File: config.mk
export PLATFORM = sky130hd
export DESIGN_NAME = sal_cmd_sched
export DESIGN_NICKNAME = d
export VERILOG_FILES = /design/src/rtl/sal_sched_pkg.sv /design/src/rtl/sal_rr_arbiter.sv /design/src/rtl/sal_timing_cntr.sv /design/src/rtl/sal_cmd_sched.sv
export SDC_FILE = /design/constraint.sdc
export NUM_CORES = 1
export LEC_CHECK = 0
export ABC_AREA = 1
export CAP_MARGIN = 10
export CORE_ASPECT_RATIO = 1.25
export CORE_MARGIN = 3
export CORE_UTILIZATION = 49
export DETAILED_ROUTE_END_ITERATION = 7
export PLACE_DENSITY = 0.89
export SETUP_SLACK_MARGIN = 0.1
export SLEW_MARGIN = 20
export SYNTH_ARGS = -nofsm -noshare
export SYNTH_HDL_FRONTEND = slang
export SYNTH_SLANG_ARGS = --single-unit
export TNS_END_PERCENT = 100
File: constraint.sdc
create_clock -name clk -period 6.9 [get_ports clk]
set_input_delay 1.38 -clock clk [delete_from_list [all_inputs] [get_ports clk]]
set_output_delay 1.38 -clock clk [all_outputs]
set_load 0.01 [all_outputs]
File: src/rtl/sal_sched_pkg.sv
`default_nettype none
// ============================================================================
// Module : sal_sched_pkg
// Brief  : Shared command encoding and width helpers for the DDR2 scheduler.
// Rev    : 1.0  initial release
// ============================================================================
package sal_sched_pkg;

    typedef enum logic [2:0] {
        CMD_NOP = 3'd0,
        CMD_ACT = 3'd1,
        CMD_RD  = 3'd2,
        CMD_WR  = 3'd3,
        CMD_PRE = 3'd4,
        CMD_REF = 3'd5
    } sal_cmd_t;

    localparam int DEFAULT_NUM_BANKS = 4;
    localparam int BA_WIDTH          = $clog2(DEFAULT_NUM_BANKS);

    function automatic int sal_ba_width(input int num_banks);
        return (num_banks > 1) ? $clog2(num_banks) : 1;
    endfunction

    function automatic int sal_addr_width(input int ra_width, input int ca_width);
        return (ra_width > ca_width) ? ra_width : ca_width;
    endfunction

endpackage
`default_nettype wire

File: src/rtl/sal_rr_arbiter.sv
`default_nettype none
// ============================================================================
// Module : sal_rr_arbiter
// Brief  : Round-robin pick of the first request at or after the pointer.
// Rev    : 1.0  initial release
// ============================================================================
module sal_rr_arbiter #(
    parameter int NUM_REQ = 4,
    parameter int IDX_W   = 2
) (
    input  logic [NUM_REQ-1:0] req_i,
    input  logic [IDX_W-1:0]   ptr_i,
    output logic [NUM_REQ-1:0] gnt_o,
    output logic [IDX_W-1:0]   idx_o,
    output logic               any_o
);

    logic [IDX_W-1:0] w_cand;

    // NUM_REQ is a power of two, so the index add wraps naturally.
    always_comb begin
        gnt_o  = '0;
        idx_o  = '0;
        any_o  = 1'b0;
        w_cand = '0;
        for (int i = 0; i < NUM_REQ; i++) begin
            w_cand = ptr_i + IDX_W'(i);
            if (!any_o && req_i[w_cand]) begin
                any_o = 1'b1;
                idx_o = w_cand;
            end
        end
        gnt_o[idx_o] = any_o;
    end

endmodule
`default_nettype wire

File: src/rtl/sal_timing_cntr.sv
`default_nettype none
// ============================================================================
// Module : sal_timing_cntr
// Brief  : Reloadable saturating down-counter; loads max(t-1,0) on load_i.
// Rev    : 1.0  initial release
// ============================================================================
module sal_timing_cntr #(
    parameter int T_WIDTH = 4
) (
    input  logic               clk,
    input  logic               rst,
    input  logic               load_i,
    input  logic [T_WIDTH-1:0] val_i,
    output logic               zero_o
);

    logic [T_WIDTH-1:0] r_cnt;

    always_ff @(posedge clk) begin
        if (rst) begin
            r_cnt <= '0;
        end else if (load_i) begin
            r_cnt <= (val_i == '0) ? '0 : val_i - 1'b1;
        end else if (r_cnt != '0) begin
            r_cnt <= r_cnt - 1'b1;
        end
    end

    assign zero_o = (r_cnt == '0);

endmodule
`default_nettype wire

File: src/rtl/sal_cmd_sched.sv
`default_nettype none
// ============================================================================
// Module : sal_cmd_sched
// Brief  : One-rank DDR2 command scheduler gating tRRD/tCCD/tWTR/tRTW.
// Rev    : 1.0  initial release
// ============================================================================
module sal_cmd_sched
    import sal_sched_pkg::*;
#(
    parameter int NUM_BANKS = 4,
    parameter int RA_WIDTH  = 14,
    parameter int CA_WIDTH  = 10,
    parameter int T_WIDTH   = 4
) (
    input  logic                                       clk,
    input  logic                                       rst,
    input  logic [NUM_BANKS-1:0]                       act_req_i,
    input  logic [NUM_BANKS-1:0]                       rd_req_i,
    input  logic [NUM_BANKS-1:0]                       wr_req_i,
    input  logic [NUM_BANKS-1:0]                       pre_req_i,
    input  logic [NUM_BANKS-1:0]                       ref_req_i,
    input  logic [NUM_BANKS*RA_WIDTH-1:0]              ra_i,
    input  logic [NUM_BANKS*CA_WIDTH-1:0]              ca_i,
    output logic [NUM_BANKS-1:0]                       act_gnt_o,
    output logic [NUM_BANKS-1:0]                       rd_gnt_o,
    output logic [NUM_BANKS-1:0]                       wr_gnt_o,
    output logic [NUM_BANKS-1:0]                       pre_gnt_o,
    output logic [NUM_BANKS-1:0]                       ref_gnt_o,
    input  logic [T_WIDTH-1:0]                         t_rrd_i,
    input  logic [T_WIDTH-1:0]                         t_ccd_i,
    input  logic [T_WIDTH-1:0]                         t_wtr_i,
    input  logic [T_WIDTH-1:0]                         t_rtw_i,
    output logic                                       cmd_valid_o,
    output logic [2:0]                                 cmd_o,
    output logic [sal_ba_width(NUM_BANKS)-1:0]         cmd_ba_o,
    output logic [sal_addr_width(RA_WIDTH,CA_WIDTH)-1:0] cmd_addr_o
);

    localparam int c_BA_W = sal_ba_width(NUM_BANKS);
    localparam int c_AW   = sal_addr_width(RA_WIDTH, CA_WIDTH);

    logic [c_BA_W-1:0]    r_col_ptr, r_row_ptr;
    logic                 w_rrd_zero, w_ccd_zero, w_wtr_zero, w_rtw_zero;
    logic [NUM_BANKS-1:0] w_rd_req, w_wr_req, w_act_req;
    logic [NUM_BANKS-1:0] w_rd_gnt, w_wr_gnt, w_pre_gnt, w_ref_gnt, w_act_gnt;
    logic [c_BA_W-1:0]    w_rd_idx, w_wr_idx, w_pre_idx, w_ref_idx, w_act_idx;
    logic                 w_rd_any, w_wr_any, w_pre_any, w_ref_any, w_act_any;
    logic [c_BA_W-1:0]    w_rd_dist, w_wr_dist, w_col_idx;
    logic                 w_pick_rd, w_col_gnt, w_row_gnt;
    sal_cmd_t             w_cmd, r_cmd;
    logic [c_BA_W-1:0]    w_ba, w_row_idx, r_ba;
    logic [c_AW-1:0]      w_addr, r_addr;
    logic                 r_valid;

    assign w_rd_req  = rd_req_i  & {NUM_BANKS{w_ccd_zero & w_wtr_zero}};
    assign w_wr_req  = wr_req_i  & {NUM_BANKS{w_ccd_zero & w_rtw_zero}};
    assign w_act_req = act_req_i & {NUM_BANKS{w_rrd_zero}};

    sal_rr_arbiter #(.NUM_REQ(NUM_BANKS), .IDX_W(c_BA_W)) u_arb_rd (
        .req_i(w_rd_req), .ptr_i(r_col_ptr), .gnt_o(w_rd_gnt), .idx_o(w_rd_idx), .any_o(w_rd_any));
    sal_rr_arbiter #(.NUM_REQ(NUM_BANKS), .IDX_W(c_BA_W)) u_arb_wr (
        .req_i(w_wr_req), .ptr_i(r_col_ptr), .gnt_o(w_wr_gnt), .idx_o(w_wr_idx), .any_o(w_wr_any));
    sal_rr_arbiter #(.NUM_REQ(NUM_BANKS), .IDX_W(c_BA_W)) u_arb_pre (
        .req_i(pre_req_i), .ptr_i(r_row_ptr), .gnt_o(w_pre_gnt), .idx_o(w_pre_idx), .any_o(w_pre_any));
    sal_rr_arbiter #(.NUM_REQ(NUM_BANKS), .IDX_W(c_BA_W)) u_arb_ref (
        .req_i(ref_req_i), .ptr_i(r_row_ptr), .gnt_o(w_ref_gnt), .idx_o(w_ref_idx), .any_o(w_ref_any));
    sal_rr_arbiter #(.NUM_REQ(NUM_BANKS), .IDX_W(c_BA_W)) u_arb_act (
        .req_i(w_act_req), .ptr_i(r_row_ptr), .gnt_o(w_act_gnt), .idx_o(w_act_idx), .any_o(w_act_any));

    // RD and WR share col_ptr: the winner nearer the pointer goes, RD on a tie.
    assign w_rd_dist = w_rd_idx - r_col_ptr;
    assign w_wr_dist = w_wr_idx - r_col_ptr;
    assign w_pick_rd = w_rd_any && (!w_wr_any || (w_rd_dist <= w_wr_dist));
    assign w_col_idx = w_pick_rd ? w_rd_idx : w_wr_idx;
    assign w_row_idx = w_pre_any ? w_pre_idx : (w_ref_any ? w_ref_idx : w_act_idx);

    always_comb begin
        act_gnt_o = '0;
        rd_gnt_o  = '0;
        wr_gnt_o  = '0;
        pre_gnt_o = '0;
        ref_gnt_o = '0;
        w_cmd     = CMD_NOP;
        w_ba      = '0;
        w_addr    = '0;
        if (!rst) begin
            if (w_pick_rd) begin
                rd_gnt_o = w_rd_gnt;
                w_cmd    = CMD_RD;
            end else if (w_wr_any) begin
                wr_gnt_o = w_wr_gnt;
                w_cmd    = CMD_WR;
            end else if (w_pre_any) begin
                pre_gnt_o = w_pre_gnt;
                w_cmd     = CMD_PRE;
            end else if (w_ref_any) begin
                ref_gnt_o = w_ref_gnt;
                w_cmd     = CMD_REF;
            end else if (w_act_any) begin
                act_gnt_o = w_act_gnt;
                w_cmd     = CMD_ACT;
            end
            if (w_cmd == CMD_RD || w_cmd == CMD_WR) begin
                w_ba   = w_col_idx;
                w_addr = c_AW'(ca_i[w_col_idx*CA_WIDTH +: CA_WIDTH]);
            end else if (w_cmd != CMD_NOP) begin
                w_ba = w_row_idx;
                if (w_cmd == CMD_ACT) begin
                    w_addr = c_AW'(ra_i[w_row_idx*RA_WIDTH +: RA_WIDTH]);
                end
            end
        end
    end

    assign w_col_gnt = (|rd_gnt_o) | (|wr_gnt_o);
    assign w_row_gnt = (|pre_gnt_o) | (|ref_gnt_o) | (|act_gnt_o);

    always_ff @(posedge clk) begin
        if (rst) begin
            r_col_ptr <= '0;
            r_row_ptr <= '0;
            r_valid   <= 1'b0;
            r_cmd     <= CMD_NOP;
            r_ba      <= '0;
            r_addr    <= '0;
        end else begin
            if (w_col_gnt) r_col_ptr <= w_col_idx + 1'b1;
            if (w_row_gnt) r_row_ptr <= w_row_idx + 1'b1;
            r_valid <= (w_cmd != CMD_NOP);
            r_cmd   <= w_cmd;
            r_ba    <= w_ba;
            r_addr  <= w_addr;
        end
    end

    sal_timing_cntr #(.T_WIDTH(T_WIDTH)) u_cnt_rrd (
        .clk(clk), .rst(rst), .load_i(|act_gnt_o), .val_i(t_rrd_i), .zero_o(w_rrd_zero));
    sal_timing_cntr #(.T_WIDTH(T_WIDTH)) u_cnt_ccd (
        .clk(clk), .rst(rst), .load_i(w_col_gnt), .val_i(t_ccd_i), .zero_o(w_ccd_zero));
    sal_timing_cntr #(.T_WIDTH(T_WIDTH)) u_cnt_wtr (
        .clk(clk), .rst(rst), .load_i(|wr_gnt_o), .val_i(t_wtr_i), .zero_o(w_wtr_zero));
    sal_timing_cntr #(.T_WIDTH(T_WIDTH)) u_cnt_rtw (
        .clk(clk), .rst(rst), .load_i(|rd_gnt_o), .val_i(t_rtw_i), .zero_o(w_rtw_zero));

    assign cmd_valid_o = r_valid;
    assign cmd_o       = r_cmd;
    assign cmd_ba_o    = r_ba;
    assign cmd_addr_o  = r_addr;

endmodule
`default_nettype wire

Word level (Yosys, flattened, before mapping). Index checks and enable logic that the tools add are counted.

Add/subtract/negate cells: 18. $mul: 2. Order comparisons: 19. Equal/unequal tests: 3. Shift-type cells: 2. Multiplexer cells: 137. Bitwise operators: 15. Reduce and logical (&&, ||, !) cells: 63.

Operator list (count): two-way mux 4 bit (32); indexed part select 56 x 7 -> 14 bit (1); two-way mux 2 bit (25); two-way mux 1 bit (46); binary-select mux 1 bit (select 2 bit) (20); indexed part select 40 x 7 -> 10 bit (1); less-than comparator 2 x 3 -> 1 bit (second input constant) (13); AND 4 bit (8); logical NOT 4 bit (8); subtractor 4 x 1 -> 4 bit (second input constant) (8); two-way mux 10 bit (3); OR reduction 4 bit (6); logical AND 1 bit (21); two-way mux 3 bit (6); logical NOT 1 bit (16); nonzero test 4 bit (4); demux 1 bit (select 2 bit) (5); greater-or-equal comparator 2 x 1 -> 1 bit (second input constant) (5); multiplier 2 x 3 -> 5 bit (second input constant) (2); adder 2 x 1 -> 2 bit (second input constant) (4); adder 2 bit (second input constant) (4); nonzero test 2 bit (4); == test 3 x 2 -> 1 bit (second input constant) (2); nonzero test 3 bit (2); other kinds (7) (13).

Bits in registers: 40. Output and inout port bits: 40.

Logic depth before layout (Yosys ltp). Gate-level depths: netlist of the first run.

Depth after elaboration: 27. Depth in mapped cells: 29.

Cells and area by module. A second synthesis of the first run with hierarchy kept.

Cells, all modules: 977. Area total of the unflattened synthesis: 5418.9 um^2.

By module, submodules not included: sal_cmd_sched (times used 1, cells each 426, area each 2324.7 um^2); sal_rr_arbiter (u_arb_act ...) (times used 4, cells each 70, area each 386.6 um^2); sal_timing_cntr (times used 4, cells each 51, area each 304.0 um^2); sal_rr_arbiter (u_arb_wr) (times used 1, cells each 67, area each 331.6 um^2).

Worst setup path after synthesis of the first run. Ideal clock, no wire load.

Path type: input -> output. Start: input port wr_req_i[0]. End: output port wr_gnt_o[1]. Arrival time: 3.949 ns. Required time: 5.520 ns. Slack: 1.571 ns. Stages on the path: 19. Cells stage by stage: nand3_1 nand3_1 nand2_1 inv_1 a21oi_1 a21oi_1 inv_1 ha_1 xnor2_1 xor2_1 ha_1 a21oi_1 a21oi_1 nand2_1 nand2_2 nand3_2 inv_1 nand2_1 nor2_1.

Word-level cells in the longest chain between the ends: 21.

RTL lines: from (decl) (RTL line sal_cmd_sched.sv:19) `input logic [NUM_BANKS-1:0] wr_req_i,`; AND 4 bit * (RTL line sal_cmd_sched.sv:56) `assign w_wr_req = wr_req_i & {NUM_BANKS{w_ccd_zero & w_rtw_zero}};`; binary-select mux 1 bit (select 2 bit) (RTL line sal_rr_arbiter.sv:28) `if (!any_o && req_i[w_cand]) begin`; two-way mux 1 bit (implied by the code) (RTL line sal_rr_arbiter.sv:28); two-way mux 1 bit (RTL line sal_rr_arbiter.sv:28); logical NOT 1 bit (RTL line sal_rr_arbiter.sv:28); logical AND 1 bit (RTL line sal_rr_arbiter.sv:28); two-way mux 1 bit (RTL line sal_rr_arbiter.sv:28); logical NOT 1 bit (RTL line sal_rr_arbiter.sv:28); (+5 left out); less-than comparator 2 x 3 -> 1 bit (implied by the code) or greater-or-equal comparator 2 x 1 -> 1 bit (tied branches) (RTL line sal_rr_arbiter.sv:33) `gnt_o[idx_o] = any_o;`; logical AND 1 bit (implied by the code) (RTL line sal_rr_arbiter.sv:33); two-way mux 1 bit (implied by the code) (RTL line sal_rr_arbiter.sv:33); demux 1 bit (select 2 bit); AND 4 bit (no line); two-way mux 4 bit (RTL line sal_cmd_sched.sv:90) `end else if (w_wr_any) begin`; two-way mux 4 bit * (RTL line sal_cmd_sched.sv:87) `if (w_pick_rd) begin`; two-way mux 4 bit * (RTL line sal_cmd_sched.sv:86) `if (!rst) begin`; to (decl) (RTL line sal_cmd_sched.sv:26) `output logic [NUM_BANKS-1:0] wr_gnt_o,`.

Mark *: on every way between the ends. The rest lies on a longest branch, timed or not. The select of a mux whose other input is x is not followed.

Worst setup path in the final report of the first run.
Start: input port wr_req_i[3]. End: output port wr_gnt_o[3].

Same word-level chain as after synthesis.

==> results.yml, run 1 <==
outcome:
  status: "finished clean"
sta:
  fin_crit_sh_pct: 94.3
  fin_crit_ps: 6510
  final-hold-violation-count: 0
  clock.fmax_mhz: 154
  finalWorstSetupSlack_ps: 395
  fin_skew_ps: 10.7
  slew_headroom_pct: 39.9
  tns_ps: 0
  holdWs_ps: 512
  setup_violations: 0
  final_max_slew_viol_count: 0
  tightestPinTransition_ps: 900
  rsz0062_at_grt: "false"
placement:
  gp_congestion: 0.913
  io_buffers: 173
  post-dp-hpwl_um: 11000
  pre_cts_ws_ps: 278
  dpl_cell_area_mm2: 0.00615
pwr:
  total_power_mw: 3.53
  combPwrFrac_pct: 83.1
  leakage_nw: 2.98
  intPower_mw: 1.42
  switchingPower_mw: 2.11
  p_per_area_mw_per_mm2: 561
  seqPwrFrac_pct: 11.1
  ir_worst_vdd_mv: 0.418
  pwr-share-clk_pct: 5.8
  p_sw_share_pct: 59.7
routing:
  wirelength_um: 13800
  drc: 0
  drtAntennaViolNets: 0
  viasPerCell: 5.15
  drt_iter0_drc: 256
  vias: 5447
  wl_per_cell_um: 13.0
  drt_pass1_iterations: 5
clocking:
  cts_root_buffer: "clkbuf_8"
  cts.sinks: 40
  insertion_delay_ps: 290
  h-tree-depth: 2
  cts_tree: "done"
  cts.clk_slew.worst_paths_ps: 90
  clockBufferDepth: 2
  cts-buffers-inserted: 5
  cts_hold_buf: 0
yosys:
  synth_nets: 929
  ys_ff_latch: 40
  synth_cells: 783
  syn-mean-instance-area_um2: 5.68
  yosysSeqAreaShare_pct: 18.0
  yosysUniqueCellTypes: 39
  synth_warnings: 0
  syn_area_mm2: 0.00445
global_routing:
  grt_first_pass_wirelength_um: 22300
  met2_usage_pct: 46.3
  grtUsageMet1_pct: 31.5
  grt_max_degree: 38
  globalRouteMet3Util_pct: 3.55
  grt_usage_pct: 25.8
  antenna_found_initial: 0
  grt_pass1_vias: 4903
  busiest_layer: "met2"
  overflow: 0
critical_path:
  critPathArrivalTime_ps: 5130
  critPathLaunchType: "input pin"
  cp_max_fo: 10
  crit_top_cell: "nand2_1"
  endpoint_kind: "output pin"
  critPathKind: "input pin to output pin"
  cp_cell_sequence: "clkdlybuf4s50_1 > nand2_1 > nand2_1 > nand2_1 > nand2_1 > nand2_1 > inv_1 > a21oi_1 > a21oi_2 > inv_1 > ha_1 > xnor2_1 > xor2_1 > ha_1 > a21oi_1 > a21oi_2 > nand2_1 > nand2_2 > nand3_4 > inv_1 > nand2_1 > nor2_1 > clkdlybuf4s50_1"
  slowest_delay_ps: 540
  cp.required_ps: 5520
  crit_slowest_cell: "clkdlybuf4s50_1"
floorplanning:
  core-area_mm2: 0.00875
  ioPinCount: 174
  die_h_um: 113
  die-area_mm2: 0.0103
  dieWidth_um: 91.2
  start_util_pct: 50.8
  num_rows: 38
layout:
  layout-drive-gt1-share_pct: 5.23
  ff_latch_area_um2: 801
  nFillCells: 773
  final_cell_mix: "220 x nand2_1, 173 x clkdlybuf4s50_1, 126 x nand3_1"
  layout_commonest_cell: "nand2_1"
  final_area_mm2: 0.00629
  multi_input_area_mm2: 0.00307
  layout.nets: 1082
  diodes: 0
  area_growth_pct: 41.4
run:
  max_cap_viol_count: 0
worst_hold_path:
  hold_class: "flop to flop"
registers in the layout, summed over array words and instances, names as in the netlist:
| signal | cells |
|---|---|
| u_cnt_rtw.r_cnt | 4 |
| u_cnt_ccd.r_cnt | 4 |
| r_col_ptr | 2 |
| r_row_ptr | 2 |
| cmd_o | 3 |
| cmd_valid_o | 1 |
| u_cnt_wtr.r_cnt | 4 |
| cmd_ba_o | 2 |
| cmd_addr_o | 14 |
| u_cnt_rrd.r_cnt | 4 |
what timing repair did:
| action | 4_1_cts | 5_1_grt |
|---|---|---|
| hold endpoints to repair | 0 | 0 |
| gates resized for setup | 0 | 3 |
| setup endpoints to repair | 0 | 4 |
| buffers inserted | 0 | 0 |
area by class of cell:
class | count | share of cell area [%]
clock buffers | 6 | 1.31
clock inverters | 2 | 0.617
inverters | 108 | 6.44
multi-input cells | 606 | 48.7
flip-flops and latches | 40 | 12.7
well taps | 120 | 2.39
repair buffers | 175 | 27.8
power by group through the flow:
| stage | sequential [mW] | combinational (mW) | clock [mW] |
|---|---|---|---|
| 4_1_cts | 0.390 | 2.88 | 0.209 |
| 3_5_place_dp | 0.395 | 2.86 | 0 |
| 2_1_floorplan | 0.368 | 2.37 | 0 |
| 3_3_place_gp | 0.393 | 2.83 | 0 |
| 6_report | 0.390 | 2.94 | 0.205 |
| 5_1_grt | 0.404 | 3.29 | 0.220 |
path summary, 6_finish.rpt:
check | start | to | slack, ps | depth (start not counted)
worst min-delay path | u_cnt_wtr.r_cnt[1] | u_cnt_wtr.r_cnt[1] | 510 | 2
worst max-delay path | wr_req_i[3] | wr_gnt_o[3] | 390 | 23
worst min register to register | u_cnt_wtr.r_cnt[1] | u_cnt_wtr.r_cnt[1] | 510 | 2
worst max register to register | r_col_ptr[0] | cmd_addr_o[9] | 2210 | 22
per-stage QoR:
stage                     utilization, %  std cells
after floorplan                        -        783
after global placement              70.4       1049
after detailed placement            70.4       1049
after CTS                           71.7       1057
after global routing                71.9       1057
final                               71.9       1057
cells in the mapped netlist:
cell | number | area [µm²]
a31oi_1 | 4 | 25.0
nand4_2 | 1 | 12.5
nor4_1 | 2 | 12.5
dfxtp_1 | 40 | 801
nor2_2 | 4 | 25.0
xor2_2 | 2 | 32.5
a211oi_1 | 5 | 37.5
o22ai_1 | 3 | 18.8
buf_2 | 11 | 55.1
clkbuf_1 | 5 | 18.8
nand2_2 | 8 | 50.1
buf_6 | 5 | 56.3
or2_2 | 1 | 6.26
nand4_1 | 8 | 50.1
nor4_4 | 1 | 21.3
o21bai_1 | 1 | 7.51
nand3_2 | 3 | 30.0
a21boi_0 | 3 | 22.5
o21ai_2 | 1 | 8.76
nand2_1 | 220 | 826
inv_2 | 9 | 33.8
xor2_1 | 9 | 78.8
nand4_4 | 1 | 21.3
inv_1 | 99 | 372
nand3b_1 | 18 | 135
o21ai_1 | 10 | 50.1
nor3_1 | 11 | 55.1
nand3_1 | 126 | 631
o211ai_1 | 2 | 15.0
nor2_1 | 71 | 267
xnor2_1 | 6 | 52.6
nor2_4 | 3 | 33.8
buf_4 | 8 | 60.1
a21oi_4 | 1 | 16.3
ha_1 | 12 | 150
o21a_1 | 1 | 7.51
nand2_4 | 2 | 22.5
a21oi_1 | 35 | 175
o21ai_0 | 31 | 155
kinds of logic after synthesis:
group / Yosys count / share of synthesized area [%]
and+or+nand+nor: 480 / 49.4
adders and majority gates: 12 / 3.38
xor gates and xnor gates: 17 / 3.69
buffers and inverters: 137 / 13.4
DFF: 40 / 18.0
AOI/OAI and AO/OA: 97 / 12.1
worst max-delay path, delay by kind of cell:
family / cells / cell delay (ps)
buf+inv: 5 / 1390
simple gates: 10 / 960
compound gates: 4 / 570
fa+ha+maj: 2 / 510
xor+xnor: 2 / 290
metal layers:
metal  share of wire, %  wire, µm  vias to the layer above
li1                   -         -                     2834
met1                 42      5770                     2409
met2                 50      6870                      177
met3                5.6       765                       27
met4                2.5       349                        0
met5                  0         0                        -
(Power assumes the default switching activity.)
==> run 2, diff against run 1 <==
--- a/config.mk
+++ b/config.mk
@@ -11,7 +11,7 @@
 export CORE_MARGIN = 3
 export CORE_UTILIZATION = 49
 export DETAILED_ROUTE_END_ITERATION = 7
-export PLACE_DENSITY = 0.89
+export PLACE_DENSITY = 0.95
 export SETUP_SLACK_MARGIN = 0.1
 export SLEW_MARGIN = 20
 export SYNTH_ARGS = -nofsm -noshare
==> results.yml, run 2 (synthesis results as in run 1) <==
layout:
  area_growth_pct: 41.4
  diodes: 0
  largest_reg_flops: 14
  layout-drive-gt1-share_pct: 5.22
  final_cell_mix: "220 x nand2_1, 173 x clkdlybuf4s50_1, 126 x nand3_1"
  nFillCells: 757
  layout.nets: 1083
  layout_commonest_cell: "nand2_1"
pwr:
  total_power_mw: 3.55
  leakage_nw: 2.98
  ir_worst_vdd_mv: 0.498
  p_per_area_mw_per_mm2: 564
sta:
  fin_crit_sh_pct: 92.9
  setup_violations: 0
  fin_crit_ps: 6410
  slew_headroom_pct: 41.7
  final_max_slew_viol_count: 0
  final-hold-violation-count: 0
  rsz0062_at_grt: "false"
  fin_skew_ps: 14.9
  tightestPinTransition_ps: 872
  tns_ps: 0
  clock.fmax_mhz: 156
critical_path:
  slowest_delay_ps: 540
  cp.buffers_inverters: 4
  r2r_end: "r_col_ptr[1]"
  cp.required_ps: 5520
  cp_num_cells: 22
  path_delay_family: "buffers and inverters"
  critPathLaunchType: "input pin"
  crit_slowest_cell: "clkdlybuf4s50_1"
  crit_path_end: "wr_gnt_o[1]"
  rr_worst_depth: 23
  cp_cell_sequence: "clkdlybuf4s50_1 > nand3_1 > nand2_1 > o21ai_2 > nand2_1 > nor2_1 > nor2_1 > nor2_1 > inv_1 > ha_1 > xor2_1 > xor2_1 > ha_1 > a21oi_1 > a21oi_2 > nand2_1 > nand2_4 > nand3_4 > inv_1 > nand2_1 > nor2_1 > clkdlybuf4s50_1"
  critPathArrivalTime_ps: 5030
  endpoint_kind: "output pin"
  critPathKind: "input pin to output pin"
  cp_max_fo: 10
  rrSetupSlack_ps: 2280
  crit_path_start: "rd_req_i[3]"
  r2r-start: "r_col_ptr[0]"
floorplanning:
  num_rows: 38
  die-area_mm2: 0.0103
  core-area_mm2: 0.00875
  die_h_um: 113
  dieWidth_um: 91.2
  ioPinCount: 174
  start_util_pct: 50.8
routing:
  wl_per_cell_um: 13.3
  drtAntennaViolNets: 0
  vias: 5558
  viasPerCell: 5.25
  drt_iter0_drc: 287
  drc: 0
  wirelength_um: 14100
  drt_pass1_iterations: 5
outcome:
  status: "finished clean"
global_routing:
  grt_first_pass_wirelength_um: 22600
  grt_max_degree: 38
  antenna_found_initial: 0
  grt_usage_pct: 26.1
  overflow: 0
  grt_pass1_vias: 5116
clocking:
  cts_root_buffer: "clkbuf_8"
  clockBufferDepth: 2
  insertion_delay_ps: 300
  h-tree-depth: 2
  cts.sinks: 40
  cts.clk_slew.worst_paths_ps: 80
  cts-buffers-inserted: 5
  cts_hold_buf: 0
  cts_tree: "done"
placement:
  gp_congestion: 0.928
  post-dp-hpwl_um: 11200
  io_buffers: 173
worst_hold_path:
  hold_class: "flop to flop"
  hp-start: "u_cnt_wtr.r_cnt[1]"
run:
  max_cap_viol_count: 0
run 2: changes by cell type in the layout (fill, tap and decap cells not counted), sizes merged:
cell	change
buf	+1
run 2: what timing repair did:
| item | CTS | global route |
|---|---|---|
| setup buffers | 0 | 1 |
| gates resized for setup | 0 | 4 |
| setup endpoints to repair | 0 | 4 |
run 2: worst min-delay path by stage:
| stage | slack, ps | cells past startpoint | endpoint |
|---|---|---|---|
| 3_5_place_dp | 520 | 2 | u_cnt_wtr.r_cnt[1] |
| 4_1_cts | 530 | 2 | u_cnt_wtr.r_cnt[1] |
| 2_1_floorplan | 480 | 2 | u_cnt_wtr.r_cnt[1] |
| 6_report | 530 | 2 | u_cnt_wtr.r_cnt[1] |
| 5_1_grt | 570 | 2 | u_cnt_wtr.r_cnt[1] |
| 3_3_place_gp | 510 | 2 | u_cnt_rrd.r_cnt[0] |
run 2: power breakdown:
part / switching, mW / internal, mW / total (mW)
Clock: 0.0872 / 0.108 / 0.195
Sequential: 0.0775 / 0.316 / 0.394
Combinational: 1.96 / 0.999 / 2.96
Total: 2.12 / 1.42 / 3.55
run 2: layer usage:
metal	track usage [%]	share of wire [%]
met5	0	0
met4	9.05	2.6
met3	4.16	6.2
met2	47.5	51
met1	30.8	40
run 2: cell type report:
class                   count  area [µm²]  area share (%)
clock buffers               6        72.6            1.15
clock inverters             2        35.0           0.557
inverters                 108         405            6.45
multi-input cells         606        3070            48.8
flip-flops and latches     40         801            12.7
well taps                 120         150            2.39
repair buffers            176        1750            27.9
run 2: per-stage QoR:
step	instances	setup WS, ps	cell area (µm²)	hold slack, ps	utilization, %
final	1058	489	6290	532	71.9
after global routing	1058	118	6290	568	71.9
after CTS	1057	236	6260	535	71.6
after detailed placement	1049	246	6150	524	70.4
after global placement	1049	396	6150	508	70.4
after floorplan	783	1570	4450	477	-
run 2: worst register-to-register path, cell delays in order, from the launching register on:
cell and delay (ps):
dfxtp_1 740, xor2_2 440, inv_2 200, o21ai_2 270
nand2_1 90, nor2_1 140, nor2_1 50, nor2_1 140
inv_1 80, ha_1 190, xor2_1 150, xor2_1 170
ha_1 330, a21oi_1 90, a21oi_2 180, nand2_1 130
nand2_4 120, nand2_2 280, nand2_4 350, inv_1 100
nand3_1 80, nand3_1 80, nand2_1 70, inv_1 50
==> run 3, diff against run 2 <==
--- a/config.mk
+++ b/config.mk
@@ -6,10 +6,12 @@
 export NUM_CORES = 1
 export LEC_CHECK = 0
 export ABC_AREA = 1
-export CAP_MARGIN = 10
+export CAP_MARGIN = 20
+export CELL_PAD_IN_SITES_DETAIL_PLACEMENT = 0
+export CELL_PAD_IN_SITES_GLOBAL_PLACEMENT = 1
 export CORE_ASPECT_RATIO = 1.25
 export CORE_MARGIN = 3
-export CORE_UTILIZATION = 49
+export CORE_UTILIZATION = 31
 export DETAILED_ROUTE_END_ITERATION = 7
 export PLACE_DENSITY = 0.95
 export SETUP_SLACK_MARGIN = 0.1
==> results.yml, run 3 (synthesis results as in run 1) <==
outcome:
  status: "finished clean"
layout:
  final_cell_mix: "219 x nand2_1, 173 x clkdlybuf4s50_1, 126 x nand3_1"
  layout.nets: 1085
  largest_reg_flops: 14
  area_growth_pct: 44.4
  layout_commonest_cell: "nand2_1"
  layout.cells.non_filler: 1115
  layout-drive-gt1-share_pct: 5.64
  finalCoreUtilization_pct: 46.1
  diodes: 0
  nFillCells: 1485
critical_path:
  endpoint_kind: "output pin"
  critPathArrivalTime_ps: 4960
  cp.required_ps: 5520
  critPathLaunchType: "input pin"
  critPathKind: "input pin to output pin"
  cp_max_fo: 10
  rrSetupSlack_ps: 2480
clocking:
  cts-buffers-inserted: 5
  insertion_delay_ps: 280
  h-tree-depth: 2
  cts_root_buffer: "clkbuf_16"
  cts.clk_slew.worst_paths_ps: 60
  cts.sinks: 40
  cts_tree: "done"
  cts_hold_buf: 0
  clockBufferDepth: 2
pwr:
  ir_worst_vdd_mv: 0.438
  leakage_nw: 3.01
  total_power_mw: 3.60
  p_per_area_mw_per_mm2: 560
sta:
  final_max_slew_viol_count: 0
  fin_crit_ps: 6340
  tightestPinTransition_ps: 913
  finalWorstSetupSlack_ps: 563
  fin_skew_ps: 5.86
  slew_headroom_pct: 39.0
  clock.fmax_mhz: 158
  fin_crit_sh_pct: 91.8
  setup_violations: 0
  tns_ps: 0
  rsz0062_at_grt: "false"
  final-hold-violation-count: 0
placement:
  pre_cts_ws_ps: 361
  io_buffers: 173
  post-dp-hpwl_um: 11700
  place_inst: 1107
  gp_congestion: 0.866
routing:
  wl_per_cell_um: 13.4
  drtAntennaViolNets: 0
  vias: 5438
  drt_iter0_drc: 330
  viasPerCell: 4.88
  drt_pass1_iterations: 4
  drc: 0
  wirelength_um: 15000
global_routing:
  grt_usage_pct: 18.2
  grt_max_degree: 38
  grt_pass1_vias: 5019
  overflow: 0
  grt_first_pass_wirelength_um: 24000
  antenna_found_initial: 0
floorplanning:
  start_util_pct: 31.9
  die_h_um: 140
  ioPinCount: 174
  die-area_mm2: 0.0158
  num_rows: 48
  dieWidth_um: 113
  core-area_mm2: 0.0139
run:
  max_cap_viol_count: 0
worst_hold_path:
  hold_class: "flop to flop"
run 3: changes by cell type in the layout (fill, tap and decap cells not counted):
| cell | delta |
|---|---|
| a21oi_1 | +1 |
| a21oi_2 | -1 |
| buf_4 | +2 |
| bufinv_16 | -1 |
| clkbuf_1 | -1 |
| clkbuf_16 | +5 |
| clkbuf_8 | -4 |
| clkinv_2 | +1 |
| nand2_1 | -1 |
| nand2_2 | +1 |
| nor2_1 | -1 |
| nor2_2 | +1 |
| o21ai_2 | -1 |
| o21ai_4 | +1 |
run 3: path summary, 6_finish.rpt:
path,startpoint,end,cells after the start
worst max-delay path,wr_req_i[2],wr_gnt_o[1],23
worst min-delay path,u_cnt_rrd.r_cnt[0],u_cnt_rrd.r_cnt[0],2
worst max register to register,u_cnt_wtr.r_cnt[0],cmd_addr_o[1],27
worst min register to register,u_cnt_rrd.r_cnt[0],u_cnt_rrd.r_cnt[0],2
run 3: metrics by stage:
step,area (µm²),hold slack (ps)
after detailed placement,6250,512
final,6420,517
after global placement,6250,508
after floorplan,4450,477
after CTS,6390,520
after global routing,6420,541
run 3: area by class of cell:
cell class	instances	area (µm²)	share of cell area, %
Multi-Input combinational cell	606	3080	48.0
Timing Repair Buffer	178	1770	27.5
Sequential cell	40	801	12.5
Inverter	108	405	6.31
Tap cell	175	219	3.41
Clock buffer	6	139	2.16
Clock inverter	2	10.0	0.156
run 3: timing repair:
action / in CTS / in global routing
endpoints found under the hold margin: 0 / 0
gates resized for setup: 0 / 6
endpoints found under the setup margin: 0 / 4
setup buffers: 0 / 0
run 3: routing by layer:
layer,up-vias,routed length (µm),global-route usage [%]
li1,2841,-,-
met1,2436,6490,22.9
met2,145,7550,32.8
met3,16,614,2.07
met4,0,301,4.49
met5,-,0,0
run 3: report_power, final:
part | switching, mW | leakage, nW | internal [mW] | total [mW]
Sequential | 0.0632 | 0.331 | 0.317 | 0.380
Clock | 0.0956 | 0.0766 | 0.143 | 0.238
Combinational | 1.98 | 2.61 | 1.00 | 2.98
Total | 2.13 | 3.01 | 1.46 | 3.60
run 3: critical path, stage by stage:
cell and delay [ps]:
clkdlybuf4s50_1 510, nand2_1 60, nand2_1 60, nand2_1 70, nand2_1 60, nand2_1 120
inv_1 140, a21oi_1 70, a21oi_1 160, inv_1 80, ha_1 190, xnor2_1 130
xor2_1 160, ha_1 310, a21oi_1 80, a21oi_2 180, nand2_1 120, nand2_4 120
nand3_4 130, inv_1 120, nand2_1 70, nor2_1 90, clkdlybuf4s50_1 540
